`src/rtl/pds_resp_pkg.sv`:
```
// Shared types and constants for the PDS-side 68000 register-window responder.
package pds_resp_pkg;

    localparam int WAITS_W = 4;
    localparam logic [15:0] DEF_ID_VAL = 16'h5753;

    localparam logic [1:0] REG_CFG0 = 2'd0;
    localparam logic [1:0] REG_CFG1 = 2'd1;
    localparam logic [1:0] REG_CFG2 = 2'd2;
    localparam logic [1:0] REG_ID   = 2'd3;

    typedef enum logic [2:0] {
        IDLE,
        WAIT,
        ACK,
        VPAW,
        HOLD
    } stateT;

    // Byte-lane merge; strobes are active-low as seen on the bus.
    function automatic logic [15:0] laneMerge(input logic [15:0] cur,
                                              input logic [15:0] wd,
                                              input logic        udsN,
                                              input logic        ldsN);
        logic [15:0] res;
        res = cur;
        if (!udsN) res[15:8] = wd[15:8];
        if (!ldsN) res[7:0]  = wd[7:0];
        return res;
    endfunction

endpackage

```
`src/rtl/pds_resp_sync2.sv`:
```
// Two-flop synchroniser with a selectable reset value.
// Latency 2 CLK edges; no backpressure.
module pds_resp_sync2 #(
    parameter logic RST_VAL = 1'b1
) (
    input  logic CLK,
    input  logic RES,
    input  logic d,
    output logic q
);

    logic meta;

    always_ff @(posedge CLK) begin
        if (RES) begin
            meta <= RST_VAL;
            q    <= RST_VAL;
        end else begin
            meta <= d;
            q    <= meta;
        end
    end

endmodule

```
`src/rtl/pds_resp.sv`:
```
// 68000 bus target for the on-card register window: nDTACK or nVPA/E termination.
// nDTACK at edge k+3+WAITS after nAS is first sampled low; release 2 edges after nAS high is sampled.
module pds_resp
    import pds_resp_pkg::*;
#(
    parameter logic [WAITS_W-1:0] WAITS   = 4'd2,
    parameter logic [15:0]        ID_VAL  = DEF_ID_VAL,
    parameter logic [15:0]        RST_CFG = 16'h0000
) (
    input  logic        CLK,
    input  logic        RES,
    input  logic [7:1]  A,
    input  logic        CS,
    input  logic        nAS,
    input  logic        nUDS,
    input  logic        nLDS,
    input  logic        RnW,
    input  logic        nVMA,
    input  logic        E,
    input  logic [15:0] Din,
    output logic [15:0] Dout,
    output logic        DOE,
    output logic        nDTACK,
    output logic        nVPA,
    output logic [15:0] CFG0,
    output logic [15:0] CFG1,
    output logic [15:0] CFG2
);

    logic asSync, udsSync, ldsSync, vmaSync, eSync;

    pds_resp_sync2 #(.RST_VAL(1'b1)) uSyncAs  (.CLK(CLK), .RES(RES), .d(nAS),  .q(asSync));
    pds_resp_sync2 #(.RST_VAL(1'b1)) uSyncUds (.CLK(CLK), .RES(RES), .d(nUDS), .q(udsSync));
    pds_resp_sync2 #(.RST_VAL(1'b1)) uSyncLds (.CLK(CLK), .RES(RES), .d(nLDS), .q(ldsSync));
    pds_resp_sync2 #(.RST_VAL(1'b1)) uSyncVma (.CLK(CLK), .RES(RES), .d(nVMA), .q(vmaSync));
    pds_resp_sync2 #(.RST_VAL(1'b0)) uSyncE   (.CLK(CLK), .RES(RES), .d(E),    .q(eSync));

    stateT               state, stateNxt;
    logic [WAITS_W-1:0]  cnt, cntNxt;
    logic                asPrev, ePrev;
    logic [1:0]          live;
    logic [15:0]         cfg [3];
    logic [15:0]         rdData;
    logic                start, eFall;
    logic                wrEn, setAck, setVpa, setOe, rel;
    logic                unusedAlias;

    assign unusedAlias = ^A[6:3];

    // The preset synchroniser value is not a real observation of the bus, so
    // the edge detector stays disarmed until the nAS pipeline holds pin data.
    // This keeps a strobe held low across reset from looking like a new cycle.
    assign start = asPrev & ~asSync;
    assign eFall = ePrev & ~eSync;

    always_comb begin
        stateNxt = state;
        cntNxt   = cnt;
        wrEn     = 1'b0;
        setAck   = 1'b0;
        setVpa   = 1'b0;
        setOe    = 1'b0;
        rel      = 1'b0;
        case (state)
            IDLE: begin
                if (start && CS) begin
                    if (A[7]) begin
                        stateNxt = VPAW;
                        setVpa   = 1'b1;
                        setOe    = RnW;
                    end else begin
                        stateNxt = WAIT;
                        cntNxt   = WAITS;
                    end
                end
            end
            WAIT: begin
                if (asSync) begin
                    stateNxt = IDLE;
                    rel      = 1'b1;
                end else if (cnt == '0) begin
                    stateNxt = ACK;
                    setAck   = 1'b1;
                    setOe    = RnW;
                    wrEn     = ~RnW;
                end else begin
                    cntNxt = cnt - 1'b1;
                end
            end
            ACK: stateNxt = HOLD;
            VPAW: begin
                if (asSync) begin
                    stateNxt = IDLE;
                    rel      = 1'b1;
                end else if (!vmaSync && eFall) begin
                    stateNxt = HOLD;
                    wrEn     = ~RnW;
                end
            end
            HOLD: begin
                if (asSync) begin
                    stateNxt = IDLE;
                    rel      = 1'b1;
                end
            end
            default: begin
                stateNxt = IDLE;
                rel      = 1'b1;
            end
        endcase
    end

    always_comb begin
        rdData = ID_VAL;
        case (A[2:1])
            REG_CFG0: rdData = cfg[0];
            REG_CFG1: rdData = cfg[1];
            REG_CFG2: rdData = cfg[2];
            default:  rdData = ID_VAL;
        endcase
    end

    always_ff @(posedge CLK) begin
        if (RES) begin
            state  <= IDLE;
            cnt    <= '0;
            asPrev <= 1'b0;
            ePrev  <= 1'b0;
            live   <= 2'b00;
        end else begin
            state  <= stateNxt;
            cnt    <= cntNxt;
            asPrev <= live[1] ? asSync : 1'b0;
            ePrev  <= eSync;
            live   <= {live[0], 1'b1};
        end
    end

    always_ff @(posedge CLK) begin
        if (RES) begin
            nDTACK <= 1'b1;
            nVPA   <= 1'b1;
            DOE    <= 1'b0;
            Dout   <= '0;
        end else if (rel) begin
            nDTACK <= 1'b1;
            nVPA   <= 1'b1;
            DOE    <= 1'b0;
            Dout   <= '0;
        end else begin
            if (setAck) nDTACK <= 1'b0;
            if (setVpa) nVPA   <= 1'b0;
            if (setOe) begin
                DOE  <= 1'b1;
                Dout <= rdData;
            end
        end
    end

    // Writes to the ID slot are acknowledged by the FSM but land nowhere.
    always_ff @(posedge CLK) begin
        if (RES) begin
            for (int i = 0; i < 3; i++) cfg[i] <= RST_CFG;
        end else if (wrEn) begin
            case (A[2:1])
                REG_CFG0: cfg[0] <= laneMerge(cfg[0], Din, udsSync, ldsSync);
                REG_CFG1: cfg[1] <= laneMerge(cfg[1], Din, udsSync, ldsSync);
                REG_CFG2: cfg[2] <= laneMerge(cfg[2], Din, udsSync, ldsSync);
                default: ;
            endcase
        end
    end

    assign CFG0 = cfg[0];
    assign CFG1 = cfg[1];
    assign CFG2 = cfg[2];

endmodule

```
`config.mk`:
```
export PLATFORM = sky130hd
export DESIGN_NAME = pds_resp
export DESIGN_NICKNAME = d
export VERILOG_FILES = /design/src/rtl/pds_resp_pkg.sv /design/src/rtl/pds_resp_sync2.sv /design/src/rtl/pds_resp.sv
export SDC_FILE = /design/constraint.sdc
export NUM_CORES = 1
export LEC_CHECK = 0
export BUFFER_PORTS_ARGS = -buffer_cell sky130_fd_sc_hd__buf_4
export CAP_MARGIN = 30
export CORE_ASPECT_RATIO = 2
export CORE_UTILIZATION = 48
export CTS_BUF_LIST = sky130_fd_sc_hd__clkbuf_2 sky130_fd_sc_hd__clkbuf_4 sky130_fd_sc_hd__clkbuf_8
export DETAILED_ROUTE_END_ITERATION = 10
export PLACE_DENSITY = 0.75
export SYNTH_ARGS = -nofsm -noshare
export SYNTH_HDL_FRONTEND = slang
export SYNTH_SLANG_ARGS = --single-unit
```
`constraint.sdc`:
```
create_clock -name CLK -period 2.9 [get_ports CLK]
set_input_delay 0.29 -clock CLK [delete_from_list [all_inputs] [get_ports CLK]]
set_output_delay 0.29 -clock CLK [all_outputs]
set_load 0.02 [all_outputs]
```
==> results of run 1 <==
cell type report:
type / instances / area, µm² / area share, %
Clock buffer: 12 / 146 / 3.25
Sequential cell: 88 / 2240 / 49.7
Tap cell: 90 / 113 / 2.50
Timing Repair Buffer: 102 / 766 / 17.0
Inverter: 5 / 18.8 / 0.416
Multi-Input combinational cell: 162 / 1180 / 26.1
Clock inverter: 4 / 45.0 / 0.999
worst max-delay path, cell delays in order (launching register included):
cell and delay [ns]:
dfxtp_1 0.33, inv_1 0.06, ha_1 0.17, or3b_2 0.49
nand2b_1 0.27, a211o_1 0.41, o31ai_1 0.28, buf_4 0.23
worst paths after layout:
path | cells after the start | startpoint | end | slack, ns
max | 7 | cnt[0] | cfg[0][19] | 0.35
min reg2reg | 1 | uSyncLds.meta | uSyncLds.q | 0.41
max reg2reg | 7 | cnt[0] | cfg[0][19] | 0.35
min | 2 | nVMA | uSyncVma.meta | 0.12
metal layers:
metal	track usage, %	vias up	share of wire (%)
met5	0	-	0
met4	11.5	0	2.4
met3	4.00	14	4.0
met2	39.7	79	56
met1	21.7	1145	37
li1	-	1183	-
cells by family (layout without fill, tap and decap cells):
family	after synthesis	after routing	share of synthesized area, %
and+or+nand+nor	90	90	13.9
DFF	88	88	64.0
AOI/OAI and AO/OA	38	38	9.08
muxes	33	33	9.79
buffers and inverters	20	123	2.86
adders and majority gates	1	1	0.357
layout by cell type, fill, tap and decap left out, drive strengths merged, types with 2 or more instances in the layout:
master / instances
a21oi: 3
a31oi: 2
and2: 16
buf: 102
clkbuf: 12
clkinv: 2
dfxtp: 40
edfxtp: 48
inv: 5
mux2: 10
mux2i: 23
nand2: 36
nand2b: 6
nor2: 3
nor2b: 5
o21ai: 2
o221ai: 9
o2bb2ai: 7
o31ai: 4
o41ai: 2
or2: 8
or3: 4
or3b: 2
sequential cells by signal (all words and copies together), names as in the netlist, 2 cells and up:
signal,flops
Dout,16
cfg,48
cnt,4
live,2
state,3
per-stage QoR:
step	util, %	hold slack (ns)	setup slack (ns)	cells
floorplan	-	0.389	-0.0408	270
global placement	61.7	0.392	0.428	447
detailed placement	61.7	0.396	0.350	447
CTS	64.5	0.0978	0.330	463
global route	64.5	0.106	0.184	463
finish	64.5	0.120	0.349	463
report_power, final:
group,switching [mW],leakage (nW),internal (mW)
clock,0.389,0.0959,0.422
sequential,0.0198,0.821,1.34
combinational,0.106,1.02,0.0885
total,0.515,1.93,1.85
==> summary.txt, run 1 <==
synth top area cells = edfxtp_1 (41%), dfxtp_1 (23%), mux2i_1 (6.6%)
cell with the most instances after synthesis = edfxtp_1
critical path arrival = 2.61 ns
number of global-route vias before repair = 2439
CTS root buffer = clkbuf_8
die height = 123 µm
Final min period = 2.55 ns
HPWL after DPL = 5500 µm
# diodes = 0
final period utilization = 88.0%
hold crit path type = in2reg
clk sink count = 88
cells resized by post-CTS repair = 0
overall power = 2.37 mW
cts bufs inserted = 9
H-tree Lvls = 3
Syn Nets = 303
FF+latch count, synth = 88
Main synth FF type = edfxtp_1
largest area contributor in the netlist = edfxtp_1
post-synthesis sequential area ratio = 64.0%
fraction of registers with async set or reset after synthesis = 0%
area growth from synthesis to layout = 28.8%
vias per inst = 5.23
Final TNS setup = 0 ns
wire per inst = 16.6 µm
antenna-violating nets left = 0
Final Hold Fails = 0
Critical Path End Type = flip-flop
DP Area = 4320 µm²
status = finished clean
CP Launch Type = flip-flop
clk_skew = 0.00926 ns
largest net degree at the start of global routing = 36
Mapped Cells = 270
RSZ-0062 raised after global routing = no
YS warnings = 0
DRC Markers = 0
vias = 2421
Clock Tree Buf Depth = 2
routability cong. = 0.837
Syn Std Cell Area = 3500 µm²
design area = 4510 µm²
latest clock arrival within the worst-skew pair = 0.35 ns
Initial DRT Pass Iterations = 4
Core ar. = 6990 µm²
Setup Buffers After CTS = 0
chip width = 62.4 µm
num rows = 43
Lkg Pwr = 1.93 nW
first-pass GRT wire length = 12000 µm
initial antenna violation count = 0
gr usage total = 21.1%
first-iteration detailed-routing DRC count = 90
Max Cap Viol = 0
Setup CP Type = reg2reg
layout cell share with drive strength beyond 1 = 38.1%
Slew @ Worst Pin = 0.920 ns
Critical Path RT = 2.95 ns
post-synth top area share = 41.2%
Post-synth EDFFs = 48
top cells by count, synth = edfxtp_1 (48), dfxtp_1 (40), nand2_1 (36)
cts-stage hold buffer count = 0
grt total ovfl = 0
setup violators final = 0
TritonCTS clock tree = yes
die area = 7660 µm²
Worst-path clk slew = 0.07 ns
Slew headroom = 38.7%
drt total wl = 7690 µm
Syn Area/Cell = 13.0 µm²
power per cell area = 525 nW/µm²
Pins Over Slew Limit = 0
Starting Density = 50.1%
VDD IR max = 0.000418 V
CP Max Fanout = 8
Nets = 401
Peak Freq = 392 MHz
Port Buffer Count = 94
fill count = 556
post-synthesis cell type count = 46
I/O Pins = 99
No activity file was read; power rests on OpenSTA's default activity.
==> run 2: changes to the inputs <==
--- a/config.mk
+++ b/config.mk
@@ -7,11 +7,14 @@
 export LEC_CHECK = 0
 export BUFFER_PORTS_ARGS = -buffer_cell sky130_fd_sc_hd__buf_4
 export CAP_MARGIN = 30
+export CELL_PAD_IN_SITES_DETAIL_PLACEMENT = 1
+export CELL_PAD_IN_SITES_GLOBAL_PLACEMENT = 1
 export CORE_ASPECT_RATIO = 2
-export CORE_UTILIZATION = 48
+export CORE_UTILIZATION = 38
 export CTS_BUF_LIST = sky130_fd_sc_hd__clkbuf_2 sky130_fd_sc_hd__clkbuf_4 sky130_fd_sc_hd__clkbuf_8
 export DETAILED_ROUTE_END_ITERATION = 10
-export PLACE_DENSITY = 0.75
+export PLACE_DENSITY = 0.76
 export SYNTH_ARGS = -nofsm -noshare
 export SYNTH_HDL_FRONTEND = slang
+export SYNTH_HIERARCHICAL = 1
 export SYNTH_SLANG_ARGS = --single-unit
==> summary.txt, run 2 <==
Hold Slack = 0.114 ns (was 0.120 ns)
power per cell area = 562 nW/µm² (was 525 nW/µm²)
drt total wl = 9740 µm (was 7690 µm)
routability cong. = 0.962 (was 0.837)
largest net degree at the start of global routing = 23 (was 36)
RSZ-0062 raised after global routing = no (unchanged)
cell with the most instances after synthesis = edfxtp_1 (unchanged)
Nets = 414 (was 401)
Slew @ Worst Pin = 0.649 ns (was 0.920 ns)
NetSw = 0.694 mW (was 0.515 mW)
Slew headroom = 56.6% (was 38.7%)
DRC Markers = 0 (unchanged)
post-synthesis sequential area ratio = 63.5% (was 64.0%)
Final Hold Fails = 0 (unchanged)
Final TNS setup = 0 ns (unchanged)
Core ar. = 9010 µm² (was 6990 µm²)
hold_sp = nVMA (unchanged)
CTS root buffer = clkbuf_8 (unchanged)
Port Buffer Count = 94 (unchanged)
vias = 2707 (was 2421)
vias per inst = 5.55 (was 5.23)
number of global-route vias before repair = 2909 (was 2439)
# diodes = 0 (unchanged)
largest family of logic cells by synthesized area = compound AO/OA/AOI/OAI gates (was simple AND/OR/NAND/NOR gates)
most frequent cells in the layout = buf_4 (106), edfxtp_1 (48), dfxtp_1 (40), and2_1 (17), nand2_1 (15) (was buf_4 (102), edfxtp_1 (48), dfxtp_1 (40), nand2_1 (36), mux2i_1 (23))
chip width = 70.2 µm (was 62.4 µm)
Largest Register = cfg (unchanged)
Syn Area/Cell = 12.6 µm² (was 13.0 µm²)
largest area contributor in the netlist = edfxtp_1 (unchanged)
DP Area = 4390 µm² (was 4320 µm²)
Slowest-stage cell, CP = or4b_1 (was or3b_2)
Mapped Cells = 281 (was 270)
Max Cap Viol = 0 (unchanged)
worst r2r path cells = 5 (was 7)
max reg flops = 48 (unchanged)
leading registers by flop count = cfg x48, Dout x16, cnt x4 (unchanged)
cts-stage hold buffer count = 0 (unchanged)
Setup WS post-layout = 0.282 ns (was 0.349 ns)
setup violators final = 0 (unchanged)
layout cell share with drive strength beyond 1 = 35.2% (was 38.1%)
top cells by count, synth = edfxtp_1 (48), dfxtp_1 (40), and2_1 (17) (was edfxtp_1 (48), dfxtp_1 (40), nand2_1 (36))
antenna-violating nets left = 0 (unchanged)
I/O Pins = 99 (unchanged)
worst path cell trace = or4b_1 -> o22ai_1 -> nand2_1 -> o41ai_2 -> buf_4 (was inv_1 -> ha_1 -> or3b_2 -> nand2b_1 -> a211o_1 -> o31ai_1 -> buf_4)
area growth from synthesis to layout = 29.2% (was 28.8%)
Post-synth EDFFs = 48 (unchanged)
met3 Use GR = 3.72% (was 4.00%)
synth top area cells = edfxtp_1 (41%), dfxtp_1 (23%), and2_1 (3.0%) (was edfxtp_1 (41%), dfxtp_1 (23%), mux2i_1 (6.6%))
grt peak-use layer = met2 (unchanged)
status = finished clean (unchanged)
Pins Over Slew Limit = 0 (unchanged)
clk sink count = 88 (unchanged)
CP delay by family, top = simple AND/OR/NAND/NOR gates (unchanged)
FF+latch count, synth = 88 (unchanged)
R2R Path End = cfg[0][12] (was cfg[0][19])
fill count = 958 (was 556)
Syn Nets = 314 (was 303)
gr usage total = 21.1% (about the same)
met2 usage = 40.7% (was 39.7%)
post-synthesis cell type count = 45 (was 46)
die height = 138 µm (was 123 µm)
Lkg Pwr = 1.92 nW (was 1.93 nW)
Post-Synth Adder-Cell Area = 0.354% (was 0.357%)
commonest non-fill, non-tap cell in the layout = buf_4 (unchanged)
final period utilization = 90.3% (was 88.0%)
Setup Buffers After CTS = 0 (unchanged)
Sw Ratio = 27.1% (was 21.7%)
Synth Area in Compound Gates = 15.2% (was 9.07%)
H-tree Lvls = 3 (unchanged)
Clk pwr share = 29.4% (was 34.2%)
fraction of the mapped netlist area in simple logic gates = 13.3% (was 13.9%)
wire per inst = 19.9 µm (was 16.6 µm)
clk_skew = 0.00879 ns (was 0.00926 ns)
first-pass GRT wire length = 15300 µm (was 12000 µm)
Int Power = 1.87 mW (was 1.85 mW)
Final min period = 2.62 ns (was 2.55 ns)
HPWL after DPL = 7430 µm (was 5500 µm)
Gate power share = 15.8% (was 8.2%)
Peak Freq = 382 MHz (was 392 MHz)
met1 GRT Util = 20.5% (was 21.7%)
xor/xnor cell area share of the yosys netlist = 0% (unchanged)
YS warnings = 6 (was 0)
critical path arrival = 2.68 ns (was 2.61 ns)
r2r setup slk = 0.28 ns (was 0.35 ns)
TritonCTS clock tree = yes (unchanged)
design area = 4560 µm² (was 4510 µm²)
CP max stage delay = 0.71 ns (was 0.49 ns)
post-synth top area share = 40.8% (was 41.2%)
first-iteration detailed-routing DRC count = 144 (was 90)
Setup CP Type = reg2reg (unchanged)
post-synthesis mux area share = 4.85% (was 9.79%)
die area = 9700 µm² (was 7660 µm²)
Reg power frac = 54.8% (was 57.5%)
CP Max Fanout = 10 (was 8)
Critical Path RT = 2.96 ns (was 2.95 ns)
pre-CTS worst setup slack = 0.330 ns (was 0.350 ns)
CP bufs+invs = 1 (was 2)
cts bufs inserted = 9 (unchanged)
num rows = 49 (was 43)
FF-to-FF Start = state[2] (was cnt[0])
hold crit path type = in2reg (unchanged)
Critical Path End Type = flip-flop (unchanged)
initial antenna violation count = 0 (unchanged)
Starting Density = 39.2% (was 50.1%)
Initial DRT Pass Iterations = 4 (unchanged)
Hold Crit Endpoint = uSyncVma/meta (was uSyncVma.meta)
fraction of registers with async set or reset after synthesis = 0% (unchanged)
Syn Std Cell Area = 3530 µm² (was 3500 µm²)
cells resized by post-CTS repair = 0 (unchanged)
hold depth = 2 (unchanged)
grt total ovfl = 0 (unchanged)
Worst-path clk slew = 0.08 ns (was 0.07 ns)
CP Launch Type = flip-flop (unchanged)
latest clock arrival within the worst-skew pair = 0.35 ns (about the same)
VDD IR max = 0.000431 V (was 0.000418 V)
Main synth FF type = edfxtp_1 (unchanged)
Clock Tree Buf Depth = 2 (unchanged)
==> run 2: changes by cell type after synthesis, moves of 6 or more <==
cell       previous run  this run
a21boi_1              1         9
mux2i_1              23         7
nand2_1              36        15
o2111ai_1             0         7
o211a_1               0         7
o21ai_0               2        13
o221ai_1              9         0
o22ai_1               1        11
o2bb2ai_1             7         0
or2_1                 0         8
or2_2                 8         0
or3_1                 3         9
==> run 2: per-stage QoR <==
stage               power, mW  instances  utilization [%]
floorplan                1.67        281                -
global placement         1.82        472             48.7
detailed placement       1.84        472             48.7
CTS                      2.58        488             50.6
global route             2.68        488             50.6
finish                   2.56        488             50.6
==> run 2: power by group through the flow <==
stage               registers (mW)  clock network (mW)  logic, mW
finish                        1.40               0.754      0.405
floorplan                     1.45                   0      0.225
CTS                           1.40               0.770      0.409
global route                  1.41               0.833      0.438
global placement              1.43                   0      0.397
detailed placement            1.43                   0      0.407
==> run 2: worst max path at each step <==
stage / start / endpoint / slack, ns / cells past startpoint
2_1_floorplan: cnt[0] / cfg[0][0] / 0.08 / 7
3_3_place_gp: state[2] / cfg[0][14] / 0.36 / 5
3_5_place_dp: state[2] / cfg[0][14] / 0.33 / 5
4_1_cts: state[2] / cfg[0][12] / 0.29 / 5
5_1_grt: state[2] / cfg[0][12] / 0.19 / 5
6_report: state[2] / cfg[0][12] / 0.28 / 5
==> run 2: area by class of cell <==
| type | instances | area, µm² | area share (%) |
|---|---|---|---|
| clock buffers | 12 | 153 | 3.35 |
| clock inverters | 4 | 20.0 | 0.439 |
| multi-input cells | 171 | 1210 | 26.4 |
| flip-flops and latches | 88 | 2240 | 49.1 |
| repair buffers | 106 | 796 | 17.4 |
| inverters | 5 | 18.8 | 0.411 |
| well taps | 102 | 128 | 2.80 |
==> run 2: metal layers <==
layer / vias to the layer above / part of all wire [%] / wire length, µm
met5: - / 0 / 0
met4: 0 / 3.4 / 332
met3: 21 / 3.4 / 335
met2: 90 / 58 / 5640
met1: 1344 / 35 / 3430
li1: 1252 / - / -
==> run 2: kinds of logic (layout without fill, tap and decap cells) <==
family          after synthesis  count (layout)
compound gates               74              74
fa+ha+maj                     1               1
buf+inv                      22             127
flops                        88              88
mux                          16              16
simple gates                 80              80
==> run 3: changes to the inputs <==
--- a/config.mk
+++ b/config.mk
@@ -5,15 +5,16 @@
 export SDC_FILE = /design/constraint.sdc
 export NUM_CORES = 1
 export LEC_CHECK = 0
+export ABC_AREA = 1
 export BUFFER_PORTS_ARGS = -buffer_cell sky130_fd_sc_hd__buf_4
 export CAP_MARGIN = 30
 export CELL_PAD_IN_SITES_DETAIL_PLACEMENT = 1
 export CELL_PAD_IN_SITES_GLOBAL_PLACEMENT = 1
 export CORE_ASPECT_RATIO = 2
-export CORE_UTILIZATION = 38
+export CORE_UTILIZATION = 36
 export CTS_BUF_LIST = sky130_fd_sc_hd__clkbuf_2 sky130_fd_sc_hd__clkbuf_4 sky130_fd_sc_hd__clkbuf_8
 export DETAILED_ROUTE_END_ITERATION = 10
-export PLACE_DENSITY = 0.76
+export PLACE_DENSITY = 0.75
 export SYNTH_ARGS = -nofsm -noshare
 export SYNTH_HDL_FRONTEND = slang
 export SYNTH_HIERARCHICAL = 1
==> summary.txt, run 3 <==
# diodes = 0 (unchanged)
Critical Path RT = 2.91 ns (was 2.96 ns)
H-tree Lvls = 3 (unchanged)
Reg power frac = 56.4% (was 54.8%)
Final min period = 2.08 ns (was 2.62 ns)
Slew @ Worst Pin = 0.576 ns (was 0.649 ns)
Lkg Pwr = 2.11 nW (was 1.92 nW)
routability cong. = 0.830 (was 0.962)
post-synth top area share = 40.1% (was 40.8%)
fraction of registers with async set or reset after synthesis = 0% (unchanged)
top cells by count, synth = nand2_1 (73), nor2_1 (59), inv_1 (49) (was edfxtp_1 (48), dfxtp_1 (40), and2_1 (17))
Mapped Cells = 375 (was 281)
commonest non-fill, non-tap cell in the layout = buf_4 (unchanged)
Core ar. = 9700 µm² (was 9010 µm²)
number of global-route vias before repair = 3120 (was 2909)
latest clock arrival within the worst-skew pair = 0.36 ns (was 0.35 ns)
hold crit path type = in2reg (unchanged)
Port Buffer Count = 94 (unchanged)
chip width = 72.7 µm (was 70.2 µm)
cell with the most instances after synthesis = nand2_1 (was edfxtp_1)
initial antenna violation count = 0 (unchanged)
synth top area cells = edfxtp_1 (40%), dfxtp_1 (22%), nand2_1 (7.6%) (was edfxtp_1 (41%), dfxtp_1 (23%), and2_1 (3.0%))
Syn Area/Cell = 9.60 µm² (was 12.6 µm²)
Final Hold Fails = 0 (unchanged)
Peak Freq = 480 MHz (was 382 MHz)
Main synth FF type = edfxtp_1 (unchanged)
RSZ-0062 raised after global routing = no (unchanged)
NetSw = 0.578 mW (was 0.694 mW)
num rows = 51 (was 49)
first-pass GRT wire length = 15600 µm (was 15300 µm)
Syn Nets = 408 (was 314)
FF+latch count, synth = 88 (unchanged)
cells resized by post-CTS repair = 0 (unchanged)
area growth from synthesis to layout = 28.8% (was 29.2%)
Largest Register = cfg (unchanged)
post-synthesis sequential area ratio = 62.3% (was 63.5%)
Slew headroom = 61.4% (was 56.6%)
Pins Over Slew Limit = 0 (unchanged)
TritonCTS clock tree = yes (unchanged)
pre-CTS worst setup slack = 0.838 ns (was 0.330 ns)
post-synthesis cell type count = 33 (was 45)
Setup Buffers After CTS = 0 (unchanged)
first-iteration detailed-routing DRC count = 113 (was 144)
grt total ovfl = 0 (unchanged)
status = finished clean (unchanged)
I/O Pins = 99 (unchanged)
max reg flops = 48 (unchanged)
Clock Tree Buf Depth = 2 (unchanged)
Initial DRT Pass Iterations = 4 (unchanged)
layout cell share with drive strength beyond 1 = 28.1% (was 35.2%)
vias per inst = 4.78 (was 5.55)
setup violators final = 0 (unchanged)
Setup CP Type = reg2reg (unchanged)
drt total wl = 9850 µm (was 9740 µm)
DRC Markers = 0 (unchanged)
final period utilization = 71.8% (was 90.3%)
Syn Std Cell Area = 3600 µm² (was 3530 µm²)
CTS root buffer = clkbuf_8 (unchanged)
HPWL after DPL = 7580 µm (was 7430 µm)
Int Power = 1.84 mW (was 1.87 mW)
gr usage total = 20.4% (was 21.1%)
Starting Density = 37.1% (was 39.2%)
Clk pwr share = 34.9% (was 29.4%)
die area = 10400 µm² (was 9700 µm²)
vias = 2924 (was 2707)
cts-stage hold buffer count = 0 (unchanged)
clk_skew = 0.0127 ns (was 0.00879 ns)
Final TNS setup = 0 ns (unchanged)
VDD IR max = 0.000350 V (was 0.000431 V)
most frequent cells in the layout = buf_4 (98), nand2_1 (73), nor2_1 (59), inv_1 (49), edfxtp_1 (48) (was buf_4 (106), edfxtp_1 (48), dfxtp_1 (40), and2_1 (17), nand2_1 (15))
cts bufs inserted = 9 (unchanged)
power per cell area = 522 nW/µm² (was 562 nW/µm²)
die height = 143 µm (was 138 µm)
antenna-violating nets left = 0 (unchanged)
Sw Ratio = 23.9% (was 27.1%)
Post-synth EDFFs = 48 (unchanged)
r2r setup slk = 0.82 ns (was 0.28 ns)
critical path arrival = 2.10 ns (was 2.68 ns)
largest net degree at the start of global routing = 20 (was 23)
clk sink count = 88 (unchanged)
Setup WS post-layout = 0.817 ns (was 0.282 ns)
Critical Path End Type = flip-flop (unchanged)
CP Max Fanout = 8 (was 10)
YS warnings = 6 (unchanged)
Gate power share = 8.7% (was 15.8%)
Max Cap Viol = 0 (unchanged)
largest area contributor in the netlist = edfxtp_1 (unchanged)
wire per inst = 16.1 µm (was 19.9 µm)
leading registers by flop count = cfg x48, Dout x16, cnt x4 (unchanged)
Worst-path clk slew = 0.09 ns (was 0.08 ns)
Nets = 508 (was 414)
CP Launch Type = flip-flop (unchanged)
run 3: cell count changes in the layout (fill, tap and decap cells not counted), moves of 17 or more:
cell,previous run,this run
nand2_1,15,73
nor2_1,4,59
inv_1,4,49
nand3_1,1,19
and2_1,17,0
run 3: path summary, 6_finish.rpt:
path                               from       endpoint  depth (start not counted)
worst max-delay path             cnt[0]     cfg[0][18]                         10
worst min register to register  live[0]        live[1]                          2
worst max register to register   cnt[0]     cfg[0][18]                         10
worst min-delay path               nVMA  uSyncVma/meta                          3
run 3: cell type report:
cell class              count  area (µm²)
fillers                  1155        5060
clock buffers              11         139
multi-input cells         225        1100
repair buffers             98         736
inverters                  53         199
well taps                 132         165
flip-flops and latches     88        2240
clock inverters             5        57.6
run 3: power by group through the flow:
stage          registers, mW  logic (mW)  clock network [mW]
2_1_floorplan           1.42      0.0793                   0
6_report                1.36       0.211               0.844
3_3_place_gp            1.39       0.208                   0
4_1_cts                 1.37       0.214               0.857
5_1_grt                 1.37       0.231               0.898
3_5_place_dp            1.39       0.213                   0
run 3: per-stage QoR:
step	std cells	util (%)	instance area (µm²)	power (mW)	hold WS, ns
after floorplan	375	-	3600	1.50	0.361
after global placement	596	45.8	4440	1.60	0.390
after detailed placement	596	45.8	4440	1.61	0.399
after CTS	612	47.8	4640	2.44	0.0964
after global routing	612	47.8	4640	2.50	0.105
final	612	47.8	4640	2.42	0.109
run 3: critical path, stage by stage, from the launching register on:
cell and delay, ns:
dfxtp_1 0.34, inv_1 0.08, ha_1 0.22, nand2_1 0.11
nor2_1 0.13, nand3_2 0.08, nand2_2 0.14, inv_1 0.07
o21ai_1 0.18, nand2_1 0.08, inv_1 0.32
run 3: metal layers:
metal	part of all wire, %	up-vias	routed length (µm)	GRT usage, %
li1	-	1416	-	-
met1	35	1415	3450	19.9
met2	59	72	5770	39.8
met3	2.9	21	282	3.16
met4	3.5	0	344	9.91
met5	0	-	0	0
run 3: logic make-up after synthesis:
| kind of cell | Yosys count | share of synthesized area, % |
|---|---|---|
| DFF | 88 | 62.3 |
| and+or+nand+nor | 169 | 20.9 |
| AOI/OAI and AO/OA | 53 | 8.80 |
| buffers and inverters | 62 | 7.20 |
| adders and majority gates | 1 | 0.348 |
| xor gates and xnor gates | 2 | 0.487 |
